`src/rtl/seg_result_display.sv`:
```
// Captures the add/sub unit's result on a load strobe and scans it onto a 4-digit 7-segment panel.
// Optional build macro: LEADING_ZERO_BLANK_EN blanks the tens digit for values below 10.
module seg_result_display #(
    parameter int unsigned SCAN_DIV       = 50000,
    parameter bit          SEG_ACTIVE_LOW = 1'b1,
    parameter bit          AN_ACTIVE_LOW  = 1'b1
) (
    input  logic       clk,
    input  logic       rst_n,
    input  logic       load,
    input  logic       en_in,
    input  logic       op_sel,
    input  logic [3:0] result,
    output logic [7:0] seg,
    output logic [3:0] an
);

    localparam int unsigned CNT_W   = 20;
    localparam logic [CNT_W-1:0] CNT_MAX = CNT_W'(SCAN_DIV - 32'd1);

    localparam logic [6:0] GLYPH_A     = 7'h77;
    localparam logic [6:0] GLYPH_S     = 7'h6D;
    localparam logic [6:0] GLYPH_DASH  = 7'h40;
    localparam logic [6:0] GLYPH_BLANK = 7'h00;

    localparam logic [7:0] SEG_OFF = SEG_ACTIVE_LOW ? 8'hFF : 8'h00;
    localparam logic [3:0] AN_OFF  = AN_ACTIVE_LOW  ? 4'hF  : 4'h0;

    function automatic logic [6:0] digit_seg(input logic [3:0] d);
        logic [6:0] s;
        case (d)
            4'd0:    s = 7'h3F;
            4'd1:    s = 7'h06;
            4'd2:    s = 7'h5B;
            4'd3:    s = 7'h4F;
            4'd4:    s = 7'h66;
            4'd5:    s = 7'h6D;
            4'd6:    s = 7'h7D;
            4'd7:    s = 7'h07;
            4'd8:    s = 7'h7F;
            4'd9:    s = 7'h6F;
            default: s = 7'h00;
        endcase
        return s;
    endfunction

    logic [CNT_W-1:0] cnt_q, cnt_d;
    logic [1:0]       idx_q, idx_d;
    logic [3:0]       cap_res_q, cap_res_d;
    logic             cap_op_q, cap_op_d;
    logic             cap_en_q, cap_en_d;
    logic [7:0]       seg_q, seg_d;
    logic [3:0]       an_q, an_d;

    logic [3:0]       ones_s;
    logic             tens_s;
    logic [6:0]       glyph_s;

    // Scan divider and digit index
    always_comb begin
        cnt_d = cnt_q;
        idx_d = idx_q;
        if (cnt_q == CNT_MAX) begin
            cnt_d = {CNT_W{1'b0}};
            idx_d = idx_q + 2'd1;
        end else begin
            cnt_d = cnt_q + {{(CNT_W-1){1'b0}}, 1'b1};
            idx_d = idx_q;
        end
    end

    // Capture registers follow the unit's outputs while load is high
    always_comb begin
        cap_res_d = cap_res_q;
        cap_op_d  = cap_op_q;
        cap_en_d  = cap_en_q;
        if (load) begin
            cap_res_d = result;
            cap_op_d  = op_sel;
            cap_en_d  = en_in;
        end else begin
            cap_res_d = cap_res_q;
            cap_op_d  = cap_op_q;
            cap_en_d  = cap_en_q;
        end
    end

    // Decimal split of the captured 0..15 value
    always_comb begin
        tens_s = 1'b0;
        ones_s = cap_res_q;
        if (cap_res_q >= 4'd10) begin
            tens_s = 1'b1;
            ones_s = 4'(cap_res_q - 4'd10);
        end else begin
            tens_s = 1'b0;
            ones_s = cap_res_q;
        end
    end

    // Glyph for the currently scanned digit, then polarity correction
    always_comb begin
        glyph_s = GLYPH_BLANK;
        if (!cap_en_q) begin
            glyph_s = GLYPH_DASH;
        end else begin
            case (idx_q)
                2'd0: glyph_s = digit_seg(ones_s);
                2'd1: begin
`ifdef LEADING_ZERO_BLANK_EN
                    glyph_s = tens_s ? digit_seg(4'd1) : GLYPH_BLANK;
`else
                    glyph_s = tens_s ? digit_seg(4'd1) : digit_seg(4'd0);
`endif
                end
                2'd2:    glyph_s = GLYPH_BLANK;
                2'd3:    glyph_s = cap_op_q ? GLYPH_S : GLYPH_A;
                default: glyph_s = GLYPH_BLANK;
            endcase
        end
        seg_d = SEG_ACTIVE_LOW ? ~{1'b0, glyph_s} : {1'b0, glyph_s};
        an_d  = AN_ACTIVE_LOW ? ~(4'b0001 << idx_q) : (4'b0001 << idx_q);
    end

    // State and output registers
    always_ff @(posedge clk or negedge rst_n) begin
        if (!rst_n) begin
            cnt_q     <= {CNT_W{1'b0}};
            idx_q     <= 2'd0;
            cap_res_q <= 4'd0;
            cap_op_q  <= 1'b0;
            cap_en_q  <= 1'b0;
            seg_q     <= SEG_OFF;
            an_q      <= AN_OFF;
        end else begin
            cnt_q     <= cnt_d;
            idx_q     <= idx_d;
            cap_res_q <= cap_res_d;
            cap_op_q  <= cap_op_d;
            cap_en_q  <= cap_en_d;
            seg_q     <= seg_d;
            an_q      <= an_d;
        end
    end

    assign seg = seg_q;
    assign an  = an_q;

endmodule
```
`config.mk`:
```
export PLATFORM = sky130hd
export DESIGN_NAME = seg_result_display
export DESIGN_NICKNAME = d
export VERILOG_FILES = /design/src/rtl/seg_result_display.sv
export SDC_FILE = /design/constraint.sdc
export NUM_CORES = 1
export LEC_CHECK = 0
export CORE_UTILIZATION = 56
export DETAILED_ROUTE_END_ITERATION = 10
export PLACE_DENSITY = 0.79
export SYNTH_ARGS = -nofsm -noshare
export SYNTH_HDL_FRONTEND = slang
export SYNTH_SLANG_ARGS = --single-unit
export TNS_END_PERCENT = 20
```
`constraint.sdc`:
```
create_clock -name clk -period 2.1 [get_ports clk]
set_input_delay 0.525 -clock clk [delete_from_list [all_inputs] [get_ports clk]]
set_output_delay 0.525 -clock clk [all_outputs]
set_load 0.01 [all_outputs]
```
==> results.cfg, run 1 <==
[outcome]
status = finished, final reports clean

[worst_hold_path]
hold_class = reg2reg

[die]
start_util_pct = 60.1
core-area_um2 = 3440
std_cell_rows = 21
fp.dieW_um = 62.8
fp.dieH_um = 62.8
dieArea_um2 = 3940
ios = 21

[routing]
vias_per_cell = 5.83
drc = 0
vias = 1579
first_iter_violations = 81
routed_wl_mm = 4.06
ant_nets = 0
wl_per_cell_um = 15.0
firstDrtPassIters = 4

[grt]
overflow = 0
grt_pass1_wl_mm = 7.23
first_global_vias = 1576
grt_max_degree = 40
grt_use_total_pct = 23.6
antenna_found_initial = 0

[clock_network]
htreeDepth = 2
cts.reportedPaths.clkPinSlew_ns = 0.08
cts_inserted_buffers = 5
holdBufCountCts = 0
insertion_delay_ns = 0.28
cts_root_buf = clkbuf_8
cts_buffer_depth = 2
cts_tree = built
post_cts_buffers = 0
cts.sinks = 39

[run]
maxCapViolations = 0

[logic_synthesis]
synth_edf_count = 0
synth_seq_area_share_pct = 47.9
avgSynthCellArea_um2 = 10.1
yosys_warnings = 0
synth-xor-area-share_pct = 8.05
synth_seq_cells = 39
syn_area_um2 = 2070
synth_fa_ha_area_share_pct = 6.05
synth-simple-area-share_pct = 19.5
synth-async-reset-ratio_pct = 100
ys.flop_type = dfrtp_1
synth.area.mux_share_pct = 1.09
syn_nets = 223
synth_top_family_by_area = simple AND/OR/NAND/NOR gates
synth_cell_types = 46
postSynthCellCount = 204
synth_compound_gate_area_share_pct = 12.2

[worst_setup_path]
start_kind = flop
end_kind = flop
cp_max_fo = 13
cp.required_ns = 2.29
worstSetupPathType = reg2reg
arrival_ns = 2.08

[finish]
finalInstanceArea_um2 = 2380
drive_gt1_share_pct = 16.9
post-route-util_pct = 69.2
num-nets-final = 243
synthToLayoutAreaGrowth_pct = 15.3
diodes = 0

[placed_design]
finalWeightedCongestion = 0.877
place_area_um2 = 2290
hpwl_mm = 3.04
io_buffers = 19

[timing]
fin_crit_ns = 1.89
finalHoldViolations = 0
rsz0062_at_grt = no
fin_tns_setup_ns = 0
finalClockSkew_ns = 0.00837
finalSetupViolations = 0
period_share_pct = 89.8
clock.fmax_ghz = 0.530
slew_violations = 0

[power_and_ir_drop]
powerDensity_nw_per_um2 = 660
max-vdd-ir-drop_mv = 0.407
power_leakage_nw = 1.02
## registers in the layout (all words and copies together) (netlist names)
signal / cells
cap_en_q: 1
idx_q: 2
cap_res_q: 4
cnt_q: 20
seg: 7
cap_op_q: 1
an: 4
## synthesized netlist by cell type, types with 3 or more instances
cell      number  area (um2)
dfrtp_1       28         701
nor2_1        16        60.1
nand2_1       14        52.6
inv_1         13        48.8
o21ai_0       13        65.1
nand3_1       12        60.1
dfstp_2       11         289
ha_1          10         125
xor2_1        10        87.6
xnor2_1        9        78.8
a21oi_1        8        40.0
clkbuf_1       7        26.3
nor3_1         5        25.0
nand3b_1       3        22.5
nand4_1        3        18.8
nor2b_1        3        18.8
o31ai_1        3        22.5
## final cells by class
| type | instances | area [um2] |
|---|---|---|
| clock inverter | 1 | 5.00 |
| timing repair buffer | 23 | 220 |
| multi-input combinational | 142 | 976 |
| tap | 46 | 57.6 |
| inverter | 13 | 48.8 |
| fill | 259 | 1060 |
| sequential | 39 | 990 |
| clock buffer | 7 | 86.3 |
## cell families (layout without fill, tap and decap cells)
group / Yosys count / after routing
AOI/OAI and AO/OA: 39 / 39
other: 1 / 1
adders and majority gates: 10 / 10
muxes: 2 / 2
and+or+nand+nor: 71 / 71
buffers and inverters: 23 / 44
DFF: 39 / 39
xor gates and xnor gates: 19 / 19
## power breakdown
| group | internal, mW | leakage (nW) | total [mW] | switching [mW] |
|---|---|---|---|---|
| clock network | 0.265 | 0.0482 | 0.507 | 0.242 |
| registers | 0.797 | 0.481 | 0.820 | 0.0229 |
| logic | 0.115 | 0.489 | 0.246 | 0.131 |
| total | 1.18 | 1.02 | 1.57 | 0.396 |
## worst max-delay path, stage by stage (launching register included)
cell,delay [ns]
dfrtp_1,0.47
inv_1,0.17
ha_1,0.44
o21ai_0,0.25
a21bo_2,0.27
o221ai_1,0.19
## placed cells by master (no fill, tap or decap), types with 2 or more instances in the layout
cell,instances
nor3_1,5
nand3b_1,3
o221ai_1,2
clkdlybuf4s50_1,19
dfrtp_1,28
nor4_1,2
ha_1,10
xor2_1,10
a211oi_1,2
nand2_1,14
o31ai_1,3
dfstp_2,11
nor4_2,2
a21oi_1,8
buf_4,4
clkbuf_8,6
inv_1,13
xnor2_1,9
nor2b_1,2
or2_2,2
nor2_1,16
nand3_1,12
nand4_1,3
mux2_2,2
o21ai_0,12
## what timing repair did
action	4_1_cts	5_1_grt
endpoints found under the hold margin	0	0
resized for setup	0	2
setup endpoints to repair	0	2
## routing by layer
layer  vias to the layer above  share of wire, %  global-route usage, %
li1                        749                 -                      -
met1                       771                45                   31.1
met2                        53                48                   37.9
met3                         6               5.8                   5.66
met4                         0               1.3                   8.72
met5                         -                 0                      0
## path summary, 6_finish.rpt
check / start / endpoint / slack (ns) / depth (start not counted)
min reg2reg: cnt_q[19] / cnt_q[19] / 0.49 / 1
max: cap_res_q[1] / seg[4] / 0.21 / 5
min: cnt_q[19] / cnt_q[19] / 0.49 / 1
min in group asynchronous: rst_n / cap_op_q / 0.67 / 2
max reg2reg: cap_res_q[1] / seg[4] / 0.21 / 5
max in group asynchronous: rst_n / seg[1] / 1.08 / 2
## stage by stage
stage | power (mW) | worst slack (ns) | hold WS [ns] | instances
2_1_floorplan | 0.967 | 0.294 | 0.229 | 204
4_1_cts | 1.58 | 0.221 | 0.502 | 271
3_3_place_gp | 1.06 | 0.367 | 0.461 | 263
5_1_grt | 1.64 | 0.0194 | 0.518 | 271
6_report | 1.57 | 0.214 | 0.494 | 271
3_5_place_dp | 1.08 | 0.236 | 0.492 | 263
No activity file was read; power rests on OpenSTA's default activity.
==> inputs of run 2 (changes only) <==
- CORE_UTILIZATION: 56 -> 51
- PLACE_DENSITY: 0.79 -> 0.76
- clock period: 2.1 -> 1.7 ns (I/O delays scaled with it)
==> results.cfg, run 2 (synthesis results as in run 1) <==
[worst_setup_path]
arrival_ns = 1.80
start_kind = flop
reg2reg_from = cnt_q[17]
worstSetupPathType = reg2reg
cp.required_ns = 1.88
path_cells = nor4_1 -> nand3_1 -> nor4_2 -> mux2_2
reg2reg_depth = 4
slowest_delay_ns = 0.40
rrSetupSlack_ns = 0.08
end_kind = flop
reg2reg_to = idx_q[1]
cp_max_fo = 3
crit_path_top_delay_cell = dfrtp_1

[placed_design]
place_area_um2 = 2350
finalWeightedCongestion = 0.903
dpl_worst_slack_ns = 0.0620
dp.cells = 274
io_buffers = 19
hpwl_mm = 2.84

[die]
std_cell_rows = 22
fp.dieW_um = 65.7
fp.dieH_um = 65.7
ios = 21
dieArea_um2 = 4310
core-area_um2 = 3770
start_util_pct = 54.8

[finish]
diodes = 0
fin_cells = 282
finalInstanceArea_um2 = 2450
drive_gt1_share_pct = 22.2
largest_reg_flops = 20
final_cell_mix = dfrtp_1, nor2_1, nand2_1, inv_1, buf_4
largest-register = cnt_q
synthToLayoutAreaGrowth_pct = 18.7
post-route-util_pct = 65.1
num-nets-final = 252
final_common_cell = dfrtp_1

[routing]
first_iter_violations = 102
wl_per_cell_um = 14.0
ant_nets = 0
vias = 1572
firstDrtPassIters = 4
routed_wl_mm = 3.94
drc = 0
vias_per_cell = 5.57

[power_and_ir_drop]
power_leakage_nw = 1.07
powerDensity_nw_per_um2 = 785
total_power_mw = 1.93
max-vdd-ir-drop_mv = 0.618

[clock_network]
htreeDepth = 2
cts_buffer_depth = 2
cts_root_buf = clkbuf_8
cts_tree = built
cts.sinks = 39
post_cts_buffers = 0
holdBufCountCts = 0
cts_inserted_buffers = 5
cts.reportedPaths.clkPinSlew_ns = 0.08
insertion_delay_ns = 0.29

[grt]
antenna_found_initial = 0
overflow = 0
first_global_vias = 1570
grt_pass1_wl_mm = 7.09
grt_use_total_pct = 21.8
grt_max_degree = 24

[timing]
finalHoldViolations = 0
fin_tns_setup_ns = 0
whs_ns = 0.0923
clock.fmax_ghz = 0.616
rsz0062_at_grt = yes
finalClockSkew_ns = 0.00812
postLayoutSetupSlackWorst_ns = 0.0763
finalSetupViolations = 0
slew_violations = 0
fin_crit_ns = 1.62
period_share_pct = 95.5

[run]
maxCapViolations = 0

[outcome]
status = finished, final reports clean

[worst_hold_path]
hold_class = in2async
## run 2: cell types whose count changed in the layout (fill, tap and decap cells not counted), sizes merged
cell / delta
clkdlybuf4s50: -12
dlygate4sd2: +11
buf: +10
clkbuf: -1
clkinvlp: +1
## run 2: worst max-delay path: cells and delay by family (launching register included)
| kind | cells | cell delay, ns |
|---|---|---|
| flip-flops | 1 | 0.40 |
| multiplexers | 1 | 0.37 |
| AND/OR/NAND/NOR | 3 | 0.75 |
## run 2: layer usage
metal	share of wire [%]	vias up	global-route usage [%]	routed length, um
met2	45	46	32.5	1780
met4	1.6	0	9.24	63
met3	4.7	11	4.17	186
met5	0	-	0	0
li1	-	763	-	-
met1	48	752	30.8	1900
## run 2: repair_timing
action,in CTS,in global routing
pin swaps,0,3
gates resized for setup,11,8
hold endpoints to repair,0,0
endpoints found under the setup margin,11,9
## run 2: layout make-up
class / count / area (um2)
clock buffer: 6 / 72.6
sequential: 39 / 990
fill: 308 / 1320
inverter: 13 / 48.8
tap: 48 / 60.1
timing repair buffer: 32 / 269
clock inverter: 2 / 12.5
multi-input combinational: 142 / 1000
## run 2: worst max-delay path by stage
stage	startpoint	to	slack, ns
after floorplan	cap_res_q[3]	seg[3]	-0.05
after global placement	cap_res_q[1]	seg[3]	0.1
after detailed placement	cnt_q[0]	idx_q[1]	0.06
after CTS	cap_res_q[1]	seg[3]	0.01
after global routing	cap_res_q[2]	seg[3]	-0.04
final	cnt_q[17]	idx_q[1]	0.08
## run 2: where the power goes
| group | switching [mW] | internal [mW] | leakage [nW] | total [mW] |
|---|---|---|---|---|
| registers | 0.0190 | 0.984 | 0.481 | 1.00 |
| logic | 0.171 | 0.144 | 0.549 | 0.315 |
| clock network | 0.320 | 0.287 | 0.0412 | 0.607 |
| total | 0.511 | 1.41 | 1.07 | 1.93 |
